--- src/rtl/game_player.sv ---
// Game sequencer: loads seed/mode into the game, supervises play with win/lose
// tallies and a cycle timeout, and reports the final outcome for one cycle.
//
// state | meaning
// IDLE  | waiting for start, outputs hold last game's results
// LOAD  | one cycle driving ctl_init with the latched seed and mode
// PLAY  | game running, counting events and cycles, auto mode switching
// DONE  | one-cycle done pulse, then back to IDLE
module game_player #(
    parameter int          COUNTER_SIZE = 4,
    parameter logic [15:0] TIMEOUT      = 16'd1000
) (
    input  logic                    clk,
    input  logic                    reset,
    input  logic                    start,
    input  logic [COUNTER_SIZE-1:0] seed,
    input  logic [1:0]              mode,
    input  logic                    auto_mode,
    input  logic                    win,
    input  logic                    los,
    input  logic                    gameover,
    input  logic [1:0]              who,
    output logic [1:0]              ctl_control,
    output logic                    ctl_init,
    output logic [COUNTER_SIZE-1:0] ctl_value,
    output logic                    busy,
    output logic                    done,
    output logic [1:0]              result,
    output logic [7:0]              win_cnt,
    output logic [7:0]              los_cnt,
    output logic [15:0]             play_cycles
);

    typedef enum logic [1:0] {
        S_IDLE = 2'd0,
        S_LOAD = 2'd1,
        S_PLAY = 2'd2,
        S_DONE = 2'd3
    } state_t;

    state_t      state;
    state_t      state_next;
    logic [15:0] tmr_cnt;
    logic        timeout_hit;

    // Down-counter loaded with TIMEOUT; terminal count 1 marks the last PLAY cycle.
    assign timeout_hit = (state == S_PLAY) && (tmr_cnt == 16'd1);

    always_ff @(posedge clk) begin
        if (reset) begin
            state <= S_IDLE;
        end else begin
            state <= state_next;
        end
    end

    always_comb begin
        state_next = state;
        case (state)
            S_IDLE: if (start) state_next = S_LOAD;
            S_LOAD: state_next = S_PLAY;
            S_PLAY: if (gameover || timeout_hit) state_next = S_DONE;
            S_DONE: state_next = S_IDLE;
            default: state_next = S_IDLE;
        endcase
    end

    always_ff @(posedge clk) begin
        if (reset) begin
            ctl_control <= 2'b00;
            ctl_init    <= 1'b0;
            ctl_value   <= '0;
            busy        <= 1'b0;
            done        <= 1'b0;
            result      <= 2'b00;
            win_cnt     <= 8'd0;
            los_cnt     <= 8'd0;
            play_cycles <= 16'd0;
            tmr_cnt     <= 16'd0;
        end else begin
            ctl_init <= (state_next == S_LOAD);
            busy     <= (state_next == S_LOAD) || (state_next == S_PLAY);
            done     <= (state == S_PLAY) && (state_next == S_DONE);
            case (state)
                S_IDLE: begin
                    // Clear results on the way into LOAD so they read zero during LOAD.
                    if (start) begin
                        ctl_value   <= seed;
                        ctl_control <= mode;
                        result      <= 2'b00;
                        win_cnt     <= 8'd0;
                        los_cnt     <= 8'd0;
                        play_cycles <= 16'd0;
                        tmr_cnt     <= TIMEOUT;
                    end
                end
                S_PLAY: begin
                    if (win && (win_cnt != 8'hFF)) win_cnt <= win_cnt + 8'd1;
                    if (los && (los_cnt != 8'hFF)) los_cnt <= los_cnt + 8'd1;
                    if (play_cycles != 16'hFFFF) play_cycles <= play_cycles + 16'd1;
                    if (tmr_cnt != 16'd0) tmr_cnt <= tmr_cnt - 16'd1;
                    if (auto_mode) begin
                        if (win)      ctl_control <= 2'b11;
                        else if (los) ctl_control <= 2'b10;
                    end
                    if (gameover) begin
                        result <= ((who == 2'b01) || (who == 2'b10)) ? who : 2'b00;
                    end else if (timeout_hit) begin
                        result <= 2'b11;
                    end
                end
                default: ;
            endcase
        end
    end

endmodule
--- config.mk ---
export PLATFORM = sky130hd
export DESIGN_NAME = game_player
export DESIGN_NICKNAME = d
export VERILOG_FILES = /design/src/rtl/game_player.sv
export SDC_FILE = /design/constraint.sdc
export NUM_CORES = 1
export LEC_CHECK = 0
export BUFFER_PORTS_ARGS = -buffer_cell sky130_fd_sc_hd__buf_2
export CAP_MARGIN = 10
export CORE_MARGIN = 4
export CORE_UTILIZATION = 40
export CTS_CLUSTER_SIZE = 25
export DETAILED_ROUTE_END_ITERATION = 8
export SLEW_MARGIN = 20
export SYNTH_ARGS = -nofsm -noshare
export SYNTH_HDL_FRONTEND = slang
export SYNTH_SLANG_ARGS = --single-unit
export TNS_END_PERCENT = 10
--- constraint.sdc ---
create_clock -name clk -period 4.2 [get_ports clk]
set_clock_uncertainty 0.15 [all_clocks]
set_input_delay 0 -clock clk [delete_from_list [all_inputs] [get_ports clk]]
set_output_delay 0 -clock clk [all_outputs]
set_load 0.02 [all_outputs]
**Yosys cells after proc, flatten, opt, wreduce, memory -nomap -nowiden**

Cells that the tools add are included.

- Bits in registers: 61
- Input bits: 15

- Add/sub/neg operators: 4
- Equality and inequality tests: 20
- Mux-type cells: 24
- Reductions and logical operators: 17

Operators by type and width:

| cell | count |
|---|---|
| 2-to-1 mux 16 bit | 4 |
| one-hot mux 16 bit (2 select lines) | 2 |
| one-hot mux 8 bit (2 select lines) | 2 |
| 2-to-1 mux 8 bit | 3 |
| 2-to-1 mux 2 bit | 10 |
| adder 16 x 1 -> 16 bit, second input constant | 1 |
| adder 8 x 1 -> 8 bit, second input constant | 2 |
| == test 16 x 1 -> 1 bit, second input constant | 1 |
| inequality test 16 bit, second input constant | 1 |
| inequality test 8 bit, second input constant | 2 |
| nonzero test 16 bit | 1 |
| subtractor 16 x 1 -> 16 bit, second input constant | 1 |
| AND reduction 3 bit | 5 |
| == test 2 bit, second input constant | 5 |
| inequality test 2 x 1 -> 1 bit, second input constant | 4 |
| one-hot mux 2 bit (2 select lines) | 2 |
| one-hot mux 2 bit (4 select lines) | 1 |
| == test 2 x 1 -> 1 bit, second input constant | 3 |
| inequality test 3 bit, second input constant | 2 |
| logical AND 1 bit | 4 |
| inequality test 2 bit, second input constant | 2 |
| AND reduction 4 bit | 1 |
| logical OR 1 bit | 3 |
| zero test 2 bit | 1 |
| other kinds (2) | 2 |

**Depth between registers and ports, before layout**

Gate-level depths: netlist of the first run.

- Depth after elaboration: 7
- Mapped depth: 9
- Depth with buffers taken out: 7

**Worst setup path before layout of the first run**

Ideal clock, no wire load.

- Path kind: flip-flop to flip-flop
- From: register play_cycles[0]
- To: register play_cycles[2]
- Library setup time: 0.128 ns
- Arrival: 1.801 ns
- Data required time: 3.922 ns
- Slack: 2.121 ns
- Stages on the path, launching flop included: 8
- Buffers on the path: 1
- Period minus slack after synthesis: 2.079 ns
- Cell sequence: dfxtp_1 > ha_1 > inv_1 > or4_1 > buf_2 > o211ai_1 > xor2_1 > nor2_1

- Longest elaborated chain between the ends: 3
- Elaborated cells between the ends (all ways): 6
- Classes of those cells: add/sub (1); eq/ne (2); mux (2); reduce/logical (1)

Ends and longest elaborated chain:

| element | RTL line | text |
|---|---|---|
| start, declared | 31 | `output logic [15:0] play_cycles` |
| start signal, assigned | 100 | `if (play_cycles != 16'hFFFF) play_cycles <= play_cycles + 16'd1;` |
| adder 16 x 1 -> 16 bit or inequality test 16 bit (tied branches) | 100 |  |
| 2-to-1 mux 16 bit or inequality test 2 x 1 -> 1 bit (tied branches) | -- |  |
| one-hot mux 16 bit (2 select lines) or AND reduction 3 bit (tied branches) | -- |  |

Parallel ways exist; a longest one is shown, timed or not. The select of a mux whose other input is x is not followed.
A chain may end at the register's enable or synchronous reset.

**Worst setup path after layout of the first run**

- From: register state[0]
- To: register tmr_cnt[14]

- Longest elaborated chain between the ends: 3
- Elaborated cells between the ends (all ways): 7
- Classes of those cells: eq/ne (3); mux (1); reduce/logical (3)

Ends and longest elaborated chain:

| element | RTL line | text |
|---|---|---|
| start, declared | 41 | `state_t state;` |
| start signal, assigned | 53 | `state <= state_next;` |
| == test 2 bit or zero test 2 bit (tied branches) | 84 | `case (state)` |
| inequality test 2 x 1 -> 1 bit (no source line), or another cell as far along | -- |  |
| AND reduction 3 bit (no source line) | -- |  |
| end signal, assigned | 101 | `if (tmr_cnt != 16'd0) tmr_cnt <= tmr_cnt - 16'd1;` |
| end, declared | 43 | `logic [15:0] tmr_cnt;` |

Parallel ways exist; a longest one is shown, timed or not.

==> results of run 1 <==
## cells by family (layout without fill, tap and decap cells)
logic type	Yosys count	count (layout)	synth area share (%)
AO/OA/AOI/OAI	87	87	18.10
XOR/XNOR	22	22	6.265
adder cells (fa/ha/maj)	10	10	4.068
buffers and inverters	28	109	3.702
flip-flops	61	61	39.71
multiplexers	4	4	1.343
AND/OR/NAND/NOR	155	155	26.81
## synthesized netlist by cell type, drive strengths merged (2+ instances only)
cell type / number / area share (%)
dfxtp: 61 / 40
nor2: 38 / 4.6
nand2: 29 / 3.5
a21oi: 27 / 4.4
o21ai: 22 / 3.9
nand3: 19 / 3.3
inv: 12 / 1.5
nand4: 12 / 2.4
clkbuf: 11 / 1.3
xnor2: 11 / 3.1
xor2: 11 / 3.1
ha: 10 / 4.1
nor3: 10 / 2.0
nor4: 8 / 2.3
and3: 7 / 1.4
o31ai: 7 / 1.7
nand2b: 6 / 1.2
nor2b: 6 / 1.2
buf: 5 / 0.90
a211oi: 4 / 0.98
a31oi: 4 / 0.81
nand3b: 4 / 0.98
or4: 4 / 0.98
and4: 3 / 0.85
mux2i: 3 / 0.98
o211ai: 3 / 0.73
o22ai: 3 / 0.61
or2: 3 / 0.61
a41oi: 2 / 0.57
nor3b: 2 / 0.49
o2111ai: 2 / 0.57
o221a: 2 / 0.73
o32ai: 2 / 0.57
o41ai: 2 / 0.57
or3: 2 / 0.41
## how the worst max path moves through the flow
stage	from	endpoint	slack (ns)	cells past startpoint
after detailed placement	state[0]	tmr_cnt[14]	1.45	7
after global placement	state[0]	tmr_cnt[14]	1.57	7
after global routing	state[0]	tmr_cnt[14]	1.22	7
after CTS	state[0]	tmr_cnt[14]	1.44	7
after floorplan	play_cycles[0]	play_cycles[2]	2.12	7
final	state[0]	tmr_cnt[14]	1.43	7
## registers in the layout, summed over array words and instances (netlist names)
register	count
tmr_cnt	16
busy	1
state	2
ctl_init	1
ctl_control	2
result	2
done	1
play_cycles	16
los_cnt	8
win_cnt	8
ctl_value	4
## placed cells by master, fill, tap and decap left out, types with 2 or more instances in the layout
master | Yosys | layout
o41ai_1 | 2 | 2
o221a_2 | 2 | 2
o2111ai_1 | 2 | 2
clkbuf_8 | 0 | 11
buf_4 | 1 | 2
and3_1 | 7 | 7
nand2b_1 | 6 | 6
buf_2 | 4 | 57
a41oi_1 | 2 | 2
o32ai_1 | 2 | 2
ha_1 | 10 | 10
nor2b_1 | 6 | 6
dfxtp_1 | 61 | 61
nand4_1 | 12 | 12
nor3_2 | 2 | 2
clkinv_2 | 0 | 2
o211ai_1 | 3 | 3
o21ai_0 | 21 | 21
a31oi_1 | 4 | 4
or3_1 | 2 | 2
nand3_1 | 18 | 18
inv_1 | 12 | 12
nand3b_1 | 4 | 4
mux2i_1 | 3 | 3
xor2_1 | 11 | 11
nor3_1 | 8 | 8
or4_1 | 4 | 4
o22ai_1 | 3 | 3
nor3b_1 | 2 | 2
nor2_1 | 38 | 38
o31ai_1 | 7 | 7
xnor2_1 | 11 | 11
nand2_1 | 29 | 29
a21oi_1 | 27 | 27
or2_2 | 3 | 3
nor4_1 | 6 | 6
a211oi_1 | 4 | 4
dlygate4sd3_1 | 0 | 23
and4_1 | 3 | 3
## timing repair
action | in CTS | in global routing
setup endpoints to repair | 0 | 0
hold buffers | 23 | 0
resized for setup | 0 | 0
endpoints found under the hold margin | 20 | 0
## where the power goes
group	internal, mW	switching, mW	leakage (nW)	total [mW]
Clock	0.301	0.228	0.101	0.529
Sequential	0.679	0.0944	0.496	0.774
Combinational	0.358	0.548	0.942	0.906
## per-stage QoR
step / std cells / cell area (sq um)
after CTS: 547 / 3860
after floorplan: 367 / 3075
after global placement: 509 / 3431
final: 547 / 3860
after global routing: 547 / 3860
after detailed placement: 509 / 3431
## layout make-up
| cell class | instances | area, sq um |
|---|---|---|
| inverter | 12 | 45.04 |
| tap | 99 | 123.9 |
| clock inverter | 4 | 47.55 |
| multi-input combinational | 278 | 1740 |
| sequential | 61 | 1221 |
| fill | 711 | 3510 |
| timing repair buffer | 82 | 530.5 |
| clock buffer | 11 | 151.4 |
## routing by layer
layer	up-vias	wire length, um	share of wire [%]
li1	1484	-	-
met1	1376	3874	50
met4	0	75	0.97
met3	9	342	4.4
met5	-	0	0
met2	63	3423	44
## worst register-to-register path, cell delays in order (launching register included)
cell and delay [ns]:
dfxtp_1 0.32, inv_1 0.08, ha_1 0.65, mux2_2 0.52
nand3_2 0.15, a21o_1 0.23, or4_1 0.47, a21oi_1 0.14
==> summary.md, run 1 <==
| Metric | Value |
|---|---|
| Setup TNS | 0 ns |
| CP cell instances | inv_1 > ha_1 > mux2_2 > nand3_2 > a21o_1 > or4_1 > a21oi_1 |
| Residual DRC | 0 |
| Clock root cell | clkbuf_8 |
| Hold Path Class | input pin to flip-flop |
| Slew headroom | slightly below 50% |
| Total number of vias | around 2900 |
| Hold_sp | start |
| Total track usage | a little under a fifth |
| Fin nets | 469 |
| Period Utilization, post-route | about 66% |
| Clock-pin transition on the worst setup and hold timing paths | 0.07 ns |
| Worst R2R Setup Slack | roughly 1.4 ns |
| Clock Sinks | 61 |
| Max frequency | roughly 360 MHz |
| Clk Latency, worst-skew pair | 0.33 ns |
| Largest net degree at the start of global routing | 31 |
| Row count | 31 |
| Total Power | 2.209 mW |
| Ys async rst share | 0% |
| Syn. warnings | 0 |
| Max VDD drop | about 0.00024 V |
| Number of global-route vias before repair | 2782 |
| EDFF count, synth | 0 |
| Depth of the CTS H-tree | 3 |
| CP max FO | 19 |
| Final Max Slew Viols | 0 |
| Clock buffer count from CTS | 9 |
| Die area | a little over 9000 sq um |
| CP arrival | about 2.9 ns |
| Most Crowded Layer GR | met2 |
| WL per Instance | between 10 and 15 um |
| Syn Inst Count | between 300 and 400 |
| Setup WS pre-CTS | roughly 1.5 ns |
| Avg Synthesized Cell Area | about 8.4 sq um |
| FF+latch count, synth | between 60 and 70 |
| R2R cell count | 7 |
| Input/output buffers | 57 |
| RR Startpoint | state[0] |
| Post-DRT Antenna Nets | 0 |
| Critical path's top delay family | adder cells |
| TritonCTS clock tree | yes |
| Routed WL | between 7 and 8 mm |
| First-pass DRT Iterations | 4 |
| DRT iter0 DRCs | approximately 120 |
| Slew of the pin with the lowest slew margin | about 0.75 ns |
| R2r endpoint | tmr_cnt[14] |
| First-pass GRT wire length | ~13 mm |
| Slowest cell on crit path | ha_1 |
| Grt total ovfl | 0 |
| Worst path buffer plus inverter count | 1 |
| Min cycle time layout | 2.772 ns |
| Initial antenna violation count | 0 |
| Post-synthesis cell area | between 3000 and 4000 sq um |
| Post CTS Setup Buffer Count | 0 |
| Final Setup Violations | 0 |
| Hold EP | los_cnt[0] |
| Initial core utilization | 41.73% |
| Vias per cell | 5.360 |
| Pwr per Cell Area | approximately 570 nW/um^2 |
| Antenna Cells | 0 |
| Setup crit start kind | flip-flop |
| Status | completed |
| GRT met3 Usage | under 10% |
| Min-Delay Path Depth | 5 |
| Hold WS | between 0.15 and 0.2 ns |
| Sequential fraction of the synthesis area | between 30% and 40% |
| CP required | 4.31 ns |
| Fin util | 52.38% |
| Worst setup EP type | flip-flop |
| Post-DP HPWL | 5.171 mm |
| Clock Path Buffers | 2 |
| Die Wd | around 96 um |
| I/O pin count | 58 |
| Syn nets | between 300 and 400 |
| Endpoints failing hold | 0 |
| Distinct cell type count after synthesis | just over 50 |
| Slowest Stage Delay on Critical Path | between 0.6 and 0.7 ns |
| Setup CP Type | flip-flop to flip-flop |
| Max Cap Viol | 0 |
| Area Overhead vs Synth | 25.51% |
| Share of layout cells above drive strength 1 | between 10% and 20% |
| P_leak | 1.540 nW |
| Met1 usage | 25.35% |
| RD Place Congestion | 0.8731 |
| RSZ-0062 raised after global routing | false |
| Main synth FF type | dfxtp_1 |
| Setup ws final | about 1.4 ns |
| Core Area | 7370 sq um |
| DIE HEIGHT | about 96 um |
| GR Layer Usage met2 | 27.91% |
No activity file was read; power rests on OpenSTA's default activity.
==> inputs of run 2 (changes only) <==
--- a/config.mk
+++ b/config.mk
@@ -5,6 +5,7 @@
 export SDC_FILE = /design/constraint.sdc
 export NUM_CORES = 1
 export LEC_CHECK = 0
+export ABC_AREA = 1
 export BUFFER_PORTS_ARGS = -buffer_cell sky130_fd_sc_hd__buf_2
 export CAP_MARGIN = 10
 export CORE_MARGIN = 4
==> constraint.sdc (replaced) <==
create_clock -name clk -period 2.4 [get_ports clk]
set_clock_uncertainty 0.15 [all_clocks]
set_input_delay 0 -clock clk [delete_from_list [all_inputs] [get_ports clk]]
set_output_delay 0 -clock clk [all_outputs]
set_load 0.02 [all_outputs]
==> summary.md, run 2 <==
| Metric | Value |
|---|---|
| Die Wd | 102.0 um (was 95.69 um) |
| Initial antenna violation count | 0 (unchanged) |
| Syn. warnings | 0 (unchanged) |
| Share of layout cells above drive strength 1 | 15.13% (was 19.42%) |
| RD Place Congestion | 0.8732 (was 0.8731) |
| Max frequency | 482.1 MHz (was 360.7 MHz) |
| Total Power | 4.831 mW (was 2.209 mW) |
| P_leak | 2.009 nW (was 1.540 nW) |
| Core Area | 8678 sq um (was 7370 sq um) |
| Total number of vias | 3649 (was 2932) |
| Area contributors post-synth | dfxtp_1 (35%), nand2_1 (15%), nor2_1 (12%) (was dfxtp_1 (40%), nor2_1 (4.6%), a21oi_1 (4.4%)) |
| Vias per cell | 4.872 (was 5.360) |
| Distinct cell type count after synthesis | 32 (was 51) |
| Clock root cell | clkbuf_8 (unchanged) |
| Ys async rst share | 0% (unchanged) |
| Routed WL | 8.973 mm (was 7.716 mm) |
| I/O pin count | 58 (unchanged) |
| DIE HEIGHT | 102.0 um (was 95.69 um) |
| Most common cell after layout, fill and taps aside | nand2_1 (was dfxtp_1) |
| First-pass GRT wire length | 15.02 mm (was 13.28 mm) |
| Placed cells | 713 (was 509) |
| WL per Instance | 11.98 um (was 14.11 um) |
| Syn nets | 580 (was 392) |
| Syn Inst Count | 555 (was 367) |
| Most frequent cells in the layout | nand2_1 (139), nor2_1 (114), inv_1 (62) (was dfxtp_1 (61), buf_2 (57), nor2_1 (38)) |
| EDFF count, synth | 0 (unchanged) |
| Status | completed (unchanged) |
| Clock-pin transition on the worst setup and hold timing paths | 0.07 ns (about the same) |
| Pwr per Cell Area | 1122 nW/um^2 (was 572.2 nW/um^2) |
| Final Non-Filler Cells | 749 (was 547) |
| Top cells by count, synth | nand2_1 (139), nor2_1 (114), inv_1 (62), dfxtp_1 (61), nand3_1 (46) (was dfxtp_1 (61), nor2_1 (38), nand2_1 (29), a21oi_1 (27), o21ai_0 (21)) |
| Setup TNS | 0 ns (unchanged) |
| Period Utilization, post-route | 86.42% (was 66.00%) |
| Clock Sinks | 61 (unchanged) |
| Synth area leader | dfxtp_1 (unchanged) |
| Area of the multi-input gates | 1949 sq um (was 1740 sq um) |
| Initial core utilization | 40.73% (was 41.73%) |
| Depth of the CTS H-tree | 3 (unchanged) |
| Clock Path Buffers | 2 (unchanged) |
| Synth top area share | 34.55% (was 39.71%) |
| Max Cap Viol | 0 (unchanged) |
| Row count | 34 (was 31) |
| Largest net degree at the start of global routing | 24 (was 31) |
| Design area | 4305 sq um (was 3860 sq um) |
| Min cycle time layout | 2.074 ns (was 2.772 ns) |
| Grt total ovfl | 0 (unchanged) |
| TritonCTS clock tree | yes (unchanged) |
| Hold Path Class | flip-flop to flip-flop (was input pin to flip-flop) |
| CP arrival | 2.20 ns (was 2.88 ns) |
| Max VDD drop | 0.0005891 V (was 0.0002350 V) |
| Post-DRT Antenna Nets | 0 (unchanged) |
| Final Setup Violations | 0 (unchanged) |
| Area Overhead vs Synth | 21.81% (was 25.51%) |
| Post-DP HPWL | 6.388 mm (was 5.171 mm) |
| Worst setup EP type | flip-flop (unchanged) |
| Antenna Cells | 0 (unchanged) |
| Clock buffer count from CTS | 9 (unchanged) |
| Input/output buffers | 57 (unchanged) |
| CP required | 2.52 ns (was 4.31 ns) |
| Slew headroom | 71.67% (was 49.73%) |
| Worst R2R Setup Slack | 0.33 ns (was 1.43 ns) |
| Reg area | 1221 sq um (unchanged) |
| CP max FO | 16 (was 19) |
| Setup crit start kind | flip-flop (unchanged) |
| RSZ-0062 raised after global routing | false (unchanged) |
| Endpoints failing hold | 0 (unchanged) |
| Avg Synthesized Cell Area | 6.369 sq um (was 8.380 sq um) |
| FF+latch count, synth | 61 (unchanged) |
| DRT iter0 DRCs | 144 (was 123) |
| Die area | 10410 sq um (was 9156 sq um) |
| Biggest regs | play_cycles: 16 flops, tmr_cnt: 16 flops (unchanged) |
| Setup CP Type | flip-flop to flip-flop (unchanged) |
| Count leader, synth | nand2_1 (was dfxtp_1) |
| Fill count | 925 (was 711) |
| Sequential fraction of the synthesis area | 34.55% (was 39.71%) |
| Main synth FF type | dfxtp_1 (unchanged) |
| Final Max Slew Viols | 0 (unchanged) |
| Clk Latency, worst-skew pair | 0.35 ns (was 0.33 ns) |
| Slew of the pin with the lowest slew margin | 0.4239 ns (was 0.7541 ns) |
| Number of global-route vias before repair | 3357 (was 2782) |
| Residual DRC | 0 (unchanged) |
| Fin nets | 661 (was 469) |
| Post CTS Setup Buffer Count | 0 (unchanged) |
| Total track usage | 17.91% (was 18.21%) |
| Post-synthesis cell area | 3535 sq um (was 3075 sq um) |
| First-pass DRT Iterations | 4 (unchanged) |
| Area post-placement | 3891 sq um (was 3431 sq um) |
==> run 2: changes by cell type after synthesis, sizes merged, moves of 5 or more <==
cell    previous run  this run
and3               7         0
clkbuf            11         6
inv               12        66
nand2             29       144
nand2b             6         0
nand3             19        47
nor2              38       118
nor2b              6         0
nor4               8         0
o31ai              7         0
xnor2             11         1
==> run 2: timing repair <==
action,CTS,global route
endpoints found under the hold margin,19,0
hold buffers,20,0
resized for setup,0,0
==> run 2: metrics by stage <==
step | hold slack (ns) | util (%) | setup slack [ns]
finish | 0.3424 | 49.61 | 0.3258
global route | 0.3606 | 49.61 | 0.08414
CTS | 0.3229 | 49.61 | 0.2958
detailed placement | 0.08881 | 44.84 | 0.3146
global placement | 0.09098 | 44.84 | 0.4049
floorplan | -0.01083 | - | 0.6070
==> run 2: layout make-up <==
class	instances	share of cell area, %
Timing Repair Buffer	84	12.50
Clock buffer	10	2.964
Tap cell	108	3.139
Multi-Input combinational cell	414	45.28
Sequential cell	61	28.36
Inverter	66	5.754
Clock inverter	6	2.005
==> run 2: kinds of logic (layout without fill, tap and decap cells) <==
family          count (synthesis)  in the layout  share of synthesized area [%]
buf+inv                        80            166                          10.30
fa+ha+maj                      10             10                          3.540
xor+xnor                        9              9                          2.230
simple gates                  333            333                          39.89
flops                          61             61                          34.55
compound gates                 62             62                          9.487
==> run 2: report_power, final <==
part           leakage, nW  internal [mW]  total, mW  switching, mW
Clock                0.107          0.585       1.02          0.433
Combinational         1.40          0.754       2.38           1.63
Sequential           0.498           1.24       1.43          0.188
==> run 2: path summary, 6_finish.rpt <==
kind / start / to / cells past startpoint
worst max-delay path: state[0] / tmr_cnt[6] / 9
worst min-delay path: ctl_value[3] / ctl_value[3] / 2
worst max register to register: state[0] / tmr_cnt[6] / 9
worst min register to register: ctl_value[3] / ctl_value[3] / 2
==> run 2: worst max-delay path, cell delays in order (launching register included) <==
cell and delay, ns:
dfxtp_1 0.31, inv_1 0.07, ha_1 0.23, inv_1 0.07
nor2_1 0.07, nor2_4 0.34, nand2_4 0.21, inv_2 0.26
o21ai_0 0.13, a21oi_1 0.14
==> run 2: metal layers <==
layer | GRT usage [%] | up-vias | routed length [um]
met3 | 3.003 | 10 | 379
li1 | - | 1910 | -
met2 | 29.14 | 65 | 4110
met4 | 6.862 | 0 | 131
met1 | 23.81 | 1664 | 4351
met5 | 0 | - | 0
